**config.mk**
```make
export PLATFORM = sky130hd
export DESIGN_NAME = axis_pixels_shift_flat
export DESIGN_NICKNAME = d
export VERILOG_FILES = /design/src/rtl/axis_pixels_shift_pkg.sv /design/src/rtl/axis_pixels_shift_if.sv /design/src/rtl/axis_pixels_shift_pixel_window_mux.sv /design/src/rtl/register.sv /design/src/rtl/axis_pixels_shift.sv /design/src/flat_wrapper.sv
export SDC_FILE = /design/constraint.sdc
export NUM_CORES = 1
export LEC_CHECK = 0
export CORE_ASPECT_RATIO = 0.75
export CORE_UTILIZATION = 53
export CTS_CLUSTER_DIAMETER = 50
export DETAILED_ROUTE_END_ITERATION = 16
export GPL_ROUTABILITY_DRIVEN = 0
export PLACE_DENSITY = 0.82
export SLEW_MARGIN = 25
export SYNTH_ARGS = -nofsm -noshare
export SYNTH_HDL_FRONTEND = slang
export SYNTH_SLANG_ARGS = --single-unit
```
**constraint.sdc**
```tcl
create_clock -name aclk -period 2.4 [get_ports aclk]
set_input_delay 0.48 -clock aclk [delete_from_list [all_inputs] [get_ports aclk]]
set_output_delay 0.48 -clock aclk [all_outputs]
set_load 0.1 [all_outputs]
```
**src/rtl/axis_pixels_shift_pkg.sv**
```systemverilog
// Shared types and geometry for the pixel-shift unroller that feeds the
// depthwise conv engine.
package axis_pixels_shift_pkg;

  localparam int UNITS         = 4;
  localparam int WORD_WIDTH    = 8;
  localparam int IM_SHIFT_REGS = 6;
  localparam int BITS_IM_SHIFT = 2;
  localparam int TUSER_WIDTH   = 3;
  localparam int MAX_SHIFT     = IM_SHIFT_REGS - UNITS;

  typedef logic [WORD_WIDTH-1:0]               word_t;
  typedef logic [BITS_IM_SHIFT-1:0]            shift_t;
  typedef logic [TUSER_WIDTH-1:0]              user_t;
  typedef logic [IM_SHIFT_REGS*WORD_WIDTH-1:0] in_words_t;
  typedef logic [UNITS*WORD_WIDTH-1:0]         out_words_t;

endpackage

```
**src/rtl/axis_pixels_shift_if.sv**
```systemverilog
// Input (wide beat + shift) and output (window sub-beat) streams of the
// pixel-shift unroller, bundled as one interface.
interface axis_pixels_shift_if;
  import axis_pixels_shift_pkg::*;

  logic       s_ready;
  logic       s_valid;
  in_words_t  s_data;
  shift_t     s_shift;
  logic       s_ones;
  user_t      s_user;

  logic       m_ready;
  logic       m_valid;
  out_words_t m_data;
  logic       m_ones;
  user_t      m_user;
  shift_t     m_index;
  logic       m_last;

  modport slave (
    output s_ready,
    input  s_valid, s_data, s_shift, s_ones, s_user,
    input  m_ready,
    output m_valid, m_data, m_ones, m_user, m_index, m_last
  );

  modport master (
    input  s_ready,
    output s_valid, s_data, s_shift, s_ones, s_user,
    output m_ready,
    input  m_valid, m_data, m_ones, m_user, m_index, m_last
  );

endinterface

```
**src/rtl/axis_pixels_shift_pixel_window_mux.sv**
```systemverilog
// Selects UNITS consecutive words starting at word 'index' of the held beat.
module pixel_window_mux
  import axis_pixels_shift_pkg::*;
(
  input  in_words_t  words,
  input  shift_t     index,
  output out_words_t window
);

  // Constant-indexed compare/select keeps every word access in range.
  always_comb begin
    window = '0;
    for (int k = 0; k < UNITS; k++) begin
      for (int j = 0; j < IM_SHIFT_REGS; j++) begin
        if (j == int'(index) + k)
          window[k*WORD_WIDTH +: WORD_WIDTH] = words[j*WORD_WIDTH +: WORD_WIDTH];
      end
    end
  end

endmodule

```
**src/rtl/register.sv**
```systemverilog
// Generic clock-enabled register with synchronous active-low reset.
module register #(
  parameter int               WIDTH       = 1,
  parameter logic [WIDTH-1:0] RESET_VALUE = '0
) (
  input  logic             clk,
  input  logic             rstn,
  input  logic             clock_enable,
  input  logic [WIDTH-1:0] d,
  output logic [WIDTH-1:0] q
);

  always_ff @(posedge clk) begin
    if (!rstn)             q <= RESET_VALUE;
    else if (clock_enable) q <= d;
  end

endmodule

```
**src/rtl/axis_pixels_shift.sv**
```systemverilog
// Unrolls each wide pixel beat into (shift+1) UNITS-word window beats;
// ones/preamble beats pass through as a single beat.
module axis_pixels_shift
  import axis_pixels_shift_pkg::*;
(
  input  logic               aclk,
  input  logic               aresetn,
  axis_pixels_shift_if.slave axis
);

  function automatic shift_t sat_shift(input logic ones, input shift_t sh);
    if (ones) return '0;
    if (sh > shift_t'(MAX_SHIFT)) return shift_t'(MAX_SHIFT);
    return sh;
  endfunction

  localparam int LOAD_W = IM_SHIFT_REGS*WORD_WIDTH + BITS_IM_SHIFT + 1 + TUSER_WIDTH;

  logic      vld_p1;
  shift_t    index_p1;
  in_words_t data_p1;
  shift_t    shift_p1;
  logic      ones_p1;
  user_t     user_p1;

  logic      s_beat, m_beat, last_p1;
  logic      vld_d;
  shift_t    index_d;

  // p0 -> p1: accept a wide beat into the holding register
  assign last_p1      = (index_p1 == shift_p1);
  assign m_beat       = vld_p1 & axis.m_ready;
  assign axis.s_ready = !vld_p1 | (m_beat & last_p1);
  assign s_beat       = axis.s_valid & axis.s_ready;

  always_comb begin
    vld_d   = vld_p1;
    index_d = index_p1;
    if (m_beat) begin
      if (last_p1) begin
        vld_d   = 1'b0;
        index_d = '0;
      end else begin
        index_d = index_p1 + 1'b1;
      end
    end
    // A reload on the final sub-beat takes priority so groups chain without a bubble.
    if (s_beat) begin
      vld_d   = 1'b1;
      index_d = '0;
    end
  end

  register #(.WIDTH(1)) u_vld (
    .clk(aclk), .rstn(aresetn), .clock_enable(1'b1), .d(vld_d), .q(vld_p1)
  );

  register #(.WIDTH(BITS_IM_SHIFT)) u_index (
    .clk(aclk), .rstn(aresetn), .clock_enable(s_beat | m_beat), .d(index_d), .q(index_p1)
  );

  register #(.WIDTH(LOAD_W)) u_load (
    .clk          (aclk),
    .rstn         (aresetn),
    .clock_enable (s_beat),
    .d            ({axis.s_data, sat_shift(axis.s_ones, axis.s_shift), axis.s_ones, axis.s_user}),
    .q            ({data_p1, shift_p1, ones_p1, user_p1})
  );

  // p1 -> out: window select from the held beat
  pixel_window_mux u_mux (
    .words  (data_p1),
    .index  (index_p1),
    .window (axis.m_data)
  );

  assign axis.m_valid = vld_p1;
  assign axis.m_ones  = ones_p1;
  assign axis.m_user  = user_p1;
  assign axis.m_index = index_p1;
  assign axis.m_last  = last_p1;

endmodule

```
**src/flat_wrapper.sv**
```systemverilog
// flat-port wrapper written by rule: the top's interface ports become plain ports
module axis_pixels_shift_flat import axis_pixels_shift_pkg::*;
  (aclk, aresetn, axis_s_ready, axis_s_valid, axis_s_data, axis_s_shift, axis_s_ones, axis_s_user, axis_m_ready, axis_m_valid, axis_m_data, axis_m_ones, axis_m_user, axis_m_index, axis_m_last);
  axis_pixels_shift_if axis_i ();
  input  logic aclk;
  input  logic aresetn;
  output wire logic [$bits(axis_i.s_ready)-1:0] axis_s_ready;
  input wire logic [$bits(axis_i.s_valid)-1:0] axis_s_valid;
  input wire logic [$bits(axis_i.s_data)-1:0] axis_s_data;
  input wire logic [$bits(axis_i.s_shift)-1:0] axis_s_shift;
  input wire logic [$bits(axis_i.s_ones)-1:0] axis_s_ones;
  input wire logic [$bits(axis_i.s_user)-1:0] axis_s_user;
  input wire logic [$bits(axis_i.m_ready)-1:0] axis_m_ready;
  output wire logic [$bits(axis_i.m_valid)-1:0] axis_m_valid;
  output wire logic [$bits(axis_i.m_data)-1:0] axis_m_data;
  output wire logic [$bits(axis_i.m_ones)-1:0] axis_m_ones;
  output wire logic [$bits(axis_i.m_user)-1:0] axis_m_user;
  output wire logic [$bits(axis_i.m_index)-1:0] axis_m_index;
  output wire logic [$bits(axis_i.m_last)-1:0] axis_m_last;
  assign axis_s_ready = axis_i.s_ready;
  assign axis_i.s_valid = axis_s_valid;
  assign axis_i.s_data = axis_s_data;
  assign axis_i.s_shift = axis_s_shift;
  assign axis_i.s_ones = axis_s_ones;
  assign axis_i.s_user = axis_s_user;
  assign axis_i.m_ready = axis_m_ready;
  assign axis_m_valid = axis_i.m_valid;
  assign axis_m_data = axis_i.m_data;
  assign axis_m_ones = axis_i.m_ones;
  assign axis_m_user = axis_i.m_user;
  assign axis_m_index = axis_i.m_index;
  assign axis_m_last = axis_i.m_last;
  axis_pixels_shift u_core (.aclk(aclk), .aresetn(aresetn), .axis(axis_i));
endmodule
```
==> out/qor.txt <==
outcome: finished, violations left
failing checks: negative setup slack
Final #Nets: 810
Worst-path clk slew: 50 ps
Worst Tran Pin Value: 560.2 ps
fmax: 386.7 MHz
Max-slew headroom: 62.59%
most common cell in the netlist: nand4_1
GRT Total Usage: 36.17%
antenna-violating nets left: 0
Detailed Route WL: 18.60 mm
core area: 9084 um2
CTS sink cnt: 57
top-area cell type share of the netlist area: 22.84%
crit end category: primary output
final setup margin: -186.3 ps
Initial Utilization: 55.00%
post-synth cell types: 42
Yosys reg bits: 57
Num CTS Buffers: 9
fraction of registers with async set or reset after synthesis: 0%
via/cell ratio: 7.173
# IOs: 99
max-slew violation count: 0
worst reg-to-reg path cell count: 7
routed len/inst: 21.16 um
Synth warnings: 0
Most used DFF post-synth: dfxtp_1
DRC viols: 0
Worst Clk Skew: 3.791 ps
Syn Nets: 750
Hold Vio Cnt, Final: 0
min-delay worst type: register to register
crit-path cells: inv_6 -> ha_2 -> buf_6 -> a21oi_1 -> o21ai_0 -> a22o_2 -> buf_12
die area: 9823 um2
total power: 4595 uW
min cycle time layout: 2586 ps
first-pass GRT wire length: 28.06 mm
Avg Synthesized Cell Area: 7.283 um2
worst skew pair latency: 340 ps
Slowest-stage cell, CP: dfxtp_4
PwrDens: 629.7 nW/um2
Max clock buf depth: 2
post-synth top area cell: dfxtp_1
top post-synthesis cells by area: dfxtp_1 (23%), nand4_1 (13%), o2111ai_1 (9.6%)
GRT Residual Overflow: 0
# fillers: 550
Max Cap Viol: 0
# H-tree levels: 3
FP Rows: 30
post-DP HPWL: 10.74 mm
Final Cycle Share: 107.8%
PortBufs: 98
Area Overhead vs Synth: 46.06%
crit path kind: register to primary output
Die Y: 86.09 um
VDD IR-drop max: 0.0005114 V
drt first pass iters: 7
Worst setup SP type: register
synth cell count leaders: nand4_1 (105), nand2_1 (87), clkbuf_1 (61)
RSZ-0062 raised after global routing: true
EDFF count, synth: 0
ant diodes: 0
Post-CTS Hold Buffers: 0
crit-path max cell delay: 420 ps
initial antenna violation count: 0
Max Fanout on Critical Path: 19
clock root cell: clkbuf_16
Die X: 114.1 um
Hold Path Stages: 2
Layout Cells excl Fill: 879
pin count of the biggest net entering global routing: 79
setup TNS: -2086 ps
DRT iter0 DRCs: 888
via count of the first global-routing pass: 5,583
layout cells sized above 1: 30.23%
Cells after Synth: 686
DR vias: 6,305
leak pwr: 0.002580 uW
CP required: 1920 ps
crit path DAT: 2110 ps
Placed Cells: 839
final core utilization: 80.33%
Syn Std Cell Area: 4996 um2
# setup viols final: 30
register area share after synthesis: 22.84%
CTS tree: built
[worst paths after layout]
check,start,to,slack (ps)
hold reg to reg,u_core.u_load.q[3],u_core.u_load.q[3],530
setup / recovery,u_core.u_index.q[0],axis_m_data[20],-190
setup reg to reg,u_core.u_index.q[1],u_core.u_load.q[19],290
hold / removal,u_core.u_load.q[3],u_core.u_load.q[3],530
[logic make-up after synthesis]
logic type	count (synthesis)	share of synthesized area (%)
AND/OR/NAND/NOR	325	38.34
AO/OA/AOI/OAI	170	24.07
buffers and inverters	118	11.19
flip-flops	57	22.84
multiplexers	8	1.703
adder cells (fa/ha/maj)	6	1.503
XOR/XNOR	2	0.3507
[worst max-delay path: cells and delay by family, from the launching register on]
kind	cells	cell delay, ps
adder cells (fa/ha/maj)	1	260
AO/OA/AOI/OAI	3	650
flip-flops	1	420
buffers and inverters	3	430
[cell type report]
type | instances | area [um2] | area share (%)
clock inverters | 2 | 10.01 | 0.1372
clock buffers | 14 | 284.0 | 3.892
inverters | 22 | 93.84 | 1.286
repair inverters | 1 | 7.507 | 0.1029
well taps | 128 | 160.2 | 2.195
repair buffers | 144 | 1856 | 25.43
flip-flops and latches | 57 | 1149 | 15.74
multi-input cells | 511 | 3737 | 51.22
[registers in the layout, summed over array words and instances (netlist names)]
| signal | count |
|---|---|
| u_core.u_load.q | 54 |
| u_core.u_index.q | 2 |
| u_core.u_vld.q | 1 |
[cells in the final DEF, fill, tap and decap left out, types with 5 or more instances in the layout]
master           Yosys  final
nand4_1            105    105
nand2_1             87     86
clkdlybuf4s50_1      0     56
o2111ai_1           55     55
dfxtp_1             57     55
or4_1               54     54
or2_2               52     52
buf_12               0     45
a21oi_1             41     39
buf_4                7     33
inv_1               22     19
a22o_2               0     16
o21ai_0             28     15
clkbuf_16            0     10
o21ai_2              0      9
buf_6               10      7
and2_0               7      6
a31oi_1              8      5
[stage by stage]
stage	setup WS, ps	hold WS, ps	instance area [um2]
5_1_grt	-205.5	566.4	7297
6_report	-186.3	534.2	7297
3_3_place_gp	143.0	514.1	6566
2_1_floorplan	-515.7	502.8	5266
4_1_cts	-73.84	538.0	7147
3_5_place_dp	56.23	532.9	6566
[power by group]
part / internal (uW) / switching, uW
clock: 808 / 476
combinational: 755 / 1310
sequential: 1060 / 193
total: 2620 / 1980
[per-layer routing]
layer | global-route usage [%] | up-vias | part of all wire [%]
met2 | 57.52 | 450 | 45
li1 | - | 2795 | -
met3 | 8.127 | 116 | 11
met1 | 45.81 | 2944 | 40
met5 | 0 | - | 0
met4 | 19.24 | 0 | 5.0
[timing repair]
action                                  in CTS  in global routing
setup buffers                               17                  5
endpoints found under the setup margin      32                 26
gates resized for setup                     30                 18
gates cloned                                 2                  1
pin swaps                                    8                  5
No activity file was read; power rests on OpenSTA's default activity.
